## config.mk

```make
export PLATFORM = sky130hd
export DESIGN_NAME = jtag_dr_bridge
export DESIGN_NICKNAME = d
export VERILOG_FILES = /design/src/rtl/jtag_dr_bridge.sv
export SDC_FILE = /design/constraint.sdc
export NUM_CORES = 1
export LEC_CHECK = 0
export BUFFER_PORTS_ARGS = -buffer_cell sky130_fd_sc_hd__buf_2
export CELL_PAD_IN_SITES_DETAIL_PLACEMENT = 0
export CELL_PAD_IN_SITES_GLOBAL_PLACEMENT = 2
export CORE_ASPECT_RATIO = 1.2
export CORE_MARGIN = 8
export CORE_UTILIZATION = 32
export DETAILED_ROUTE_END_ITERATION = 6
export GPL_ROUTABILITY_DRIVEN = 0
export PLACE_DENSITY_LB_ADDON = 0.1
export SYNTH_ARGS = -nofsm -noshare
export SYNTH_HDL_FRONTEND = slang
export SYNTH_SLANG_ARGS = --single-unit
```

## constraint.sdc

```tcl
create_clock -name clk -period 2.2 [get_ports clk]
set_clock_uncertainty 0.1 [all_clocks]
set_input_delay 0.11 -clock clk [delete_from_list [all_inputs] [get_ports clk]]
set_output_delay 0.11 -clock clk [all_outputs]
set_load 0.01 [all_outputs]
```

## src/rtl/jtag_dr_bridge.sv

```systemverilog
// Bridge from the ECP5 JTAGG user data registers (ER1/ER2) into the clk domain.
// JTAG pins are oversampled; a Capture/Shift/Update engine feeds a valid/ready update port.
//
// state    | meaning
// ST_IDLE  | waiting for a Capture-DR rise on ER1/ER2
// ST_SHIFT | captured; shifting on jshift rises until jupdate
module jtag_dr_bridge #(
   parameter int DR_WIDTH    = 32,
   parameter int SYNC_STAGES = 2
) (
   input  logic                  clk,
   input  logic                  rst,
   input  logic                  jtck,
   input  logic                  jtdi,
   input  logic                  jshift,
   input  logic                  jupdate,
   input  logic                  jce1,
   input  logic                  jce2,
   input  logic                  jrstn,
   output logic                  jtdo1,
   output logic                  jtdo2,
   input  logic [2*DR_WIDTH-1:0] cap_data,
   output logic                  cap_ack,
   output logic                  cap_sel,
   output logic [DR_WIDTH-1:0]   upd_data,
   output logic                  upd_sel,
   output logic                  upd_valid,
   input  logic                  upd_ready,
   output logic                  err_short,
   output logic                  err_ovr
);

   localparam int CNT_W = $clog2(DR_WIDTH + 1);
   localparam logic [CNT_W-1:0] CNT_FULL = CNT_W'(DR_WIDTH);

   typedef enum logic {ST_IDLE, ST_SHIFT} state_t;

   logic [6:0] pins;
   logic [6:0] pins_s;
   assign pins = {jrstn, jce2, jce1, jupdate, jshift, jtdi, jtck};

   for (genvar g = 0; g < 7; g++) begin : g_sync
      logic [SYNC_STAGES-1:0] chain_q;
      always_ff @(posedge clk) begin
         if (rst) chain_q <= '0;
         else     chain_q <= {chain_q[SYNC_STAGES-2:0], pins[g]};
      end
      assign pins_s[g] = chain_q[SYNC_STAGES-1];
   end

   logic tck_s, tdi_s, shift_s, update_s, ce1_s, ce2_s, rstn_s;
   assign {rstn_s, ce2_s, ce1_s, update_s, shift_s, tdi_s, tck_s} = pins_s;

   logic tck_d;
   logic rise, fall;
   assign rise = tck_s & ~tck_d;
   assign fall = ~tck_s & tck_d;

   state_t               state_q, state_d;
   logic [DR_WIDTH-1:0]  sr_q;
   logic [CNT_W-1:0]     bitcnt_q;
   logic                 shift_q;
   logic                 tdo_q;
   logic                 deliver_q;
   logic [DR_WIDTH-1:0]  pend_data_q;
   logic                 pend_sel_q;
   logic                 do_cap, do_shift, do_upd, do_short;

   always_ff @(posedge clk) begin
      if (rst) state_q <= ST_IDLE;
      else     state_q <= state_d;
   end

   always_comb begin
      state_d  = state_q;
      do_cap   = 1'b0;
      do_shift = 1'b0;
      do_upd   = 1'b0;
      do_short = 1'b0;
      if (!rstn_s) begin
         state_d = ST_IDLE;
      end else if (rise) begin
         case (state_q)
            ST_IDLE: begin
               if ((ce1_s | ce2_s) && !shift_s) begin
                  do_cap  = 1'b1;
                  state_d = ST_SHIFT;
               end
            end
            ST_SHIFT: begin
               if (update_s) begin
                  state_d = ST_IDLE;
                  if (bitcnt_q == CNT_FULL) do_upd   = 1'b1;
                  else                      do_short = 1'b1;
               end else if (shift_q) begin
                  do_shift = 1'b1;
               end
            end
            default: state_d = ST_IDLE;
         endcase
      end
   end

   always_ff @(posedge clk) begin
      if (rst) begin
         tck_d       <= 1'b0;
         sr_q        <= '0;
         bitcnt_q    <= '0;
         shift_q     <= 1'b0;
         tdo_q       <= 1'b0;
         deliver_q   <= 1'b0;
         pend_data_q <= '0;
         pend_sel_q  <= 1'b0;
         cap_ack     <= 1'b0;
         cap_sel     <= 1'b0;
         err_short   <= 1'b0;
      end else begin
         tck_d     <= tck_s;
         cap_ack   <= do_cap;
         err_short <= do_short;
         deliver_q <= do_upd;
         if (do_upd) begin
            pend_data_q <= sr_q;
            pend_sel_q  <= cap_sel;
         end
         if (!rstn_s) begin
            sr_q     <= '0;
            bitcnt_q <= '0;
            shift_q  <= 1'b0;
         end else begin
            if (rise) shift_q <= shift_s;
            if (do_cap) begin
               // ER2 takes priority when both enables are asserted
               sr_q     <= ce2_s ? cap_data[2*DR_WIDTH-1:DR_WIDTH] : cap_data[DR_WIDTH-1:0];
               cap_sel  <= ce2_s;
               bitcnt_q <= '0;
            end else if (do_shift) begin
               sr_q <= {tdi_s, sr_q[DR_WIDTH-1:1]};
               if (bitcnt_q != CNT_FULL) bitcnt_q <= bitcnt_q + CNT_W'(1);
            end
         end
         if (fall) tdo_q <= sr_q[0];
      end
   end

   // A word arriving in the same cycle the consumer accepts replaces it without overrun
   always_ff @(posedge clk) begin
      if (rst) begin
         upd_data  <= '0;
         upd_sel   <= 1'b0;
         upd_valid <= 1'b0;
         err_ovr   <= 1'b0;
      end else if (deliver_q) begin
         if (!upd_valid || upd_ready) begin
            upd_data  <= pend_data_q;
            upd_sel   <= pend_sel_q;
            upd_valid <= 1'b1;
         end else begin
            err_ovr <= 1'b1;
         end
      end else if (upd_valid && upd_ready) begin
         upd_valid <= 1'b0;
      end
   end

   assign jtdo1 = tdo_q;
   assign jtdo2 = tdo_q;

endmodule

```

==> flow_summary.ini <==
[critical_path]
cp-start-kind = flop
ordered_cell_list_for_the_critical_path = buf_6, mux2_2, dlygate4sd3_1, a22oi_1, a21oi_1
startpoint = g_sync[5].chain_q[1]
rr_endpoint = sr_q[27]
worst_r2r_path_depth = 5
critical_path.slowest_cell = sky130_fd_sc_hd__dlygate4sd3_1
critical_path.max_stage_delay_ps = 550
worstReg2RegStart = g_sync[5].chain_q[1]
critical_setup_path_class = flop to flop
reg2reg_setup_slack_ps = 170
timing.critical_path.required_ps = 2400
critical_path.endpoint_type = flop
critPathArrivalTime_ps = 2220
critical_path.max_fanout = 33

[cells_and_area]
layout-drive-gt1-share_pct = 30.3
final_cells = 881
utilization_pct = 42.4
n_antenna_cell = 0
finalNetCount = 736
nFillCells = 1544
syn_to_final_growth_pct = 31.4
final_area_um2 = 6550

[synth]
yosys-top-cells-area = sky130_fd_sc_hd__dfxtp_1, sky130_fd_sc_hd__nand2_1, sky130_fd_sc_hd__mux2_2
synth_top_cell_by_area = sky130_fd_sc_hd__dfxtp_1
ys_seq_elements = 128
synthesis.nets = 619
ys_types = 28
syn_inst = 543
netlist.area_leader.share_pct = 51.4
syn-mean-instance-area_um2 = 9.18
post_synth_instance_area_um2 = 4980
synthesis.yosys.warnings = 0
seq_area_frac_synth_pct = 51.4

[timing]
fmax_mhz = 494
fin_crit_sh_pct = 92.0
finalHoldViolations = 0
worst_hold_slack_ps = 12.1
fin_ws_ps = 175
timing.setup.tns_ps = 0
maxSlewHeadroom_pct = 39.8
setup_violations = 0
unrepaired_setup_endpoints_after_global_routing = no
shortest_period_the_worst_path_allows_ps = 2030
tightest_slew_ps = 900
slew_viol_final = 0

[grt]
grt_usage_pct = 14.3
number_of_global_route_vias_before_repair = 4350
grt_pass1_wl_um = 22200
global_route_congestion_overflow_total = 0
grt_max_degree = 88
grt_antenna_before_repair = 0

[power_and_ir_drop]
vdd.ir_drop.worst_mv = 0.491
power_per_cell_area_nw_per_um2 = 847
power.switching_mw = 1.19
power.switching_fraction_pct = 21.4
portion_of_total_power_attributed_to_the_clock_network_pct = 54.0
power.leakage_nw = 2.40
p_int_mw = 4.36
post_route_total_power_mw = 5.54
p_comb_share_pct = 3.8
p_seq_share_pct = 42.2

[clocking]
max-clock-path-buffers = 2
clkSlewWorstSetupHoldPaths_ps = 60
clock_tree.htree_level_count = 4
clock_latency_ps = 410
cts-buffers-inserted = 17
cts_root_buf = sky130_fd_sc_hd__clkbuf_16
numClockSinks = 128
post-cts-setup-buffers = 0
cts_tree = done

[die]
io-pin-count = 114
row_count = 50
starting_density_of_the_core_pct = 32.3
floorplan.core_area_um2 = 15500
die_width_um = 130
die_area_um2 = 19800
die_height_um = 153

[place]
buffer_ports.inserted = 113
pre_cts_slack_ps = 249
placed_cells = 839
placedInstanceArea_um2 = 5810
placed_wire_length_estimate_after_detailed_placement_um = 8640

[routing]
ant_nets = 0
wirelength_um = 13200
detail_route.iter0.violations = 196
firstDrtPassIters = 4
wl_per_cell_um = 15.0
vias_per_cell = 4.65
dr_total_vias = 4100
drc_violations_left = 0

[hold_path]
min_path_cells = 4
min_to = sr_q[4]
worst_hold_launch = cap_data[4]
worst_hold_path_type = input port to flop

[run_status]
outcome = finished, final reports clean

[flow_run]
drv_cap = 0
## layout make-up
type	count	area, µm²	share of cell area [%]
Timing Repair Buffer	138	810	12.4
Sequential cell	128	2560	39.2
Clock buffer	17	425	6.50
Inverter	4	15.0	0.229
Multi-Input combinational cell	371	2260	34.6
Clock inverter	15	208	3.17
Tap cell	208	260	3.98
## power groups by stage
stage	clock (mW)	sequential (mW)	combinational, mW
floorplan	0	2.39	0.102
global placement	0	2.39	0.201
detailed placement	0	2.39	0.203
CTS	3.07	2.34	0.219
global route	3.19	2.34	0.236
finish	2.99	2.34	0.212
## cell families (layout without fill, tap and decap cells)
logic type      after synthesis  after routing  synth area share [%]
simple gates                192            192                  17.0
flops                       128            128                  51.4
compound gates              107            107                  12.4
mux                          67             67                  14.3
buf+inv                      44            174                  3.84
xor+xnor                      3              3                 0.527
fa+ha+maj                     2              2                 0.502
## layout by cell type, fill, tap and decap left out, types with 2 or more instances in the layout
master / n
sky130_fd_sc_hd__nand2b_1: 2
sky130_fd_sc_hd__mux2_2: 32
sky130_fd_sc_hd__a21oi_1: 71
sky130_fd_sc_hd__ha_1: 2
sky130_fd_sc_hd__clkbuf_16: 17
sky130_fd_sc_hd__a22oi_1: 32
sky130_fd_sc_hd__or2_2: 4
sky130_fd_sc_hd__clkinvlp_4: 4
sky130_fd_sc_hd__o21ai_0: 3
sky130_fd_sc_hd__clkinv_4: 2
sky130_fd_sc_hd__dfxtp_1: 127
sky130_fd_sc_hd__nor3_1: 4
sky130_fd_sc_hd__inv_6: 4
sky130_fd_sc_hd__buf_12: 2
sky130_fd_sc_hd__dlygate4sd3_1: 10
sky130_fd_sc_hd__buf_2: 112
sky130_fd_sc_hd__buf_4: 13
sky130_fd_sc_hd__xnor2_1: 3
sky130_fd_sc_hd__bufinv_16: 4
sky130_fd_sc_hd__nor2b_1: 16
sky130_fd_sc_hd__nand3_1: 7
sky130_fd_sc_hd__nor2_1: 43
sky130_fd_sc_hd__inv_1: 4
sky130_fd_sc_hd__mux2i_1: 35
sky130_fd_sc_hd__nand2_1: 105
## cells in the mapped netlist
cell                        instances
sky130_fd_sc_hd__buf_6              3
sky130_fd_sc_hd__clkbuf_1          36
sky130_fd_sc_hd__o21ai_0            3
sky130_fd_sc_hd__a21oi_1           71
sky130_fd_sc_hd__or3_4              1
sky130_fd_sc_hd__nand3b_1           1
sky130_fd_sc_hd__nor2_1            44
sky130_fd_sc_hd__mux2_2            32
sky130_fd_sc_hd__nor2b_1           17
sky130_fd_sc_hd__nand2_1          105
sky130_fd_sc_hd__nor3_1             4
sky130_fd_sc_hd__nor4_4             1
sky130_fd_sc_hd__buf_4              1
sky130_fd_sc_hd__or2_2              4
sky130_fd_sc_hd__nand2b_1           3
sky130_fd_sc_hd__xnor2_1            3
sky130_fd_sc_hd__a22oi_1           32
sky130_fd_sc_hd__nand3_1            7
sky130_fd_sc_hd__dfxtp_1          128
sky130_fd_sc_hd__nor4_1             1
sky130_fd_sc_hd__or4_1              1
sky130_fd_sc_hd__mux2i_1           35
sky130_fd_sc_hd__inv_1              4
sky130_fd_sc_hd__and2_0             1
sky130_fd_sc_hd__nor4b_2            1
sky130_fd_sc_hd__nand4b_1           1
sky130_fd_sc_hd__ha_1               2
sky130_fd_sc_hd__a2bb2oi_1          1
## flip-flops by register name, indices dropped and copies added, names as in the netlist
signal,flops
bitcnt_q,6
cap_ack,1
cap_sel,1
deliver_q,1
err_ovr,1
err_short,1
g_sync.chain_q,14
jtdo1,1
pend_data_q,32
pend_sel_q,1
shift_q,1
sr_q,32
state_q,1
tck_d,1
upd_data,32
upd_sel,1
upd_valid,1
## metal layers
layer / GRT usage, % / share of wire [%]
met4: 4.66 / 1.3
met2: 24.5 / 49
met3: 4.62 / 5.3
met5: 0 / 0
met1: 16.4 / 44
## worst max-delay path by stage
stage	slack, ps	to	cells past startpoint
2_1_floorplan	340	pend_data_q[25]	5
3_3_place_gp	240	pend_data_q[0]	5
3_5_place_dp	250	pend_data_q[0]	5
4_1_cts	30	sr_q[27]	5
5_1_grt	10	sr_q[9]	4
6_report	170	sr_q[27]	5
## critical path: cells and delay by family (launching register included)
kind,cells,cell delay (ps)
AOI/OAI and AO/OA,2,230
muxes,1,380
buffers and inverters,2,850
DFF,1,330
## timing repair
item | CTS | global route
resized for setup | 0 | 1
hold buffers | 10 | 0
endpoints found under the hold margin | 10 | 0
endpoints found under the setup margin | 0 | 1
No activity file was read; power rests on OpenSTA's default activity.
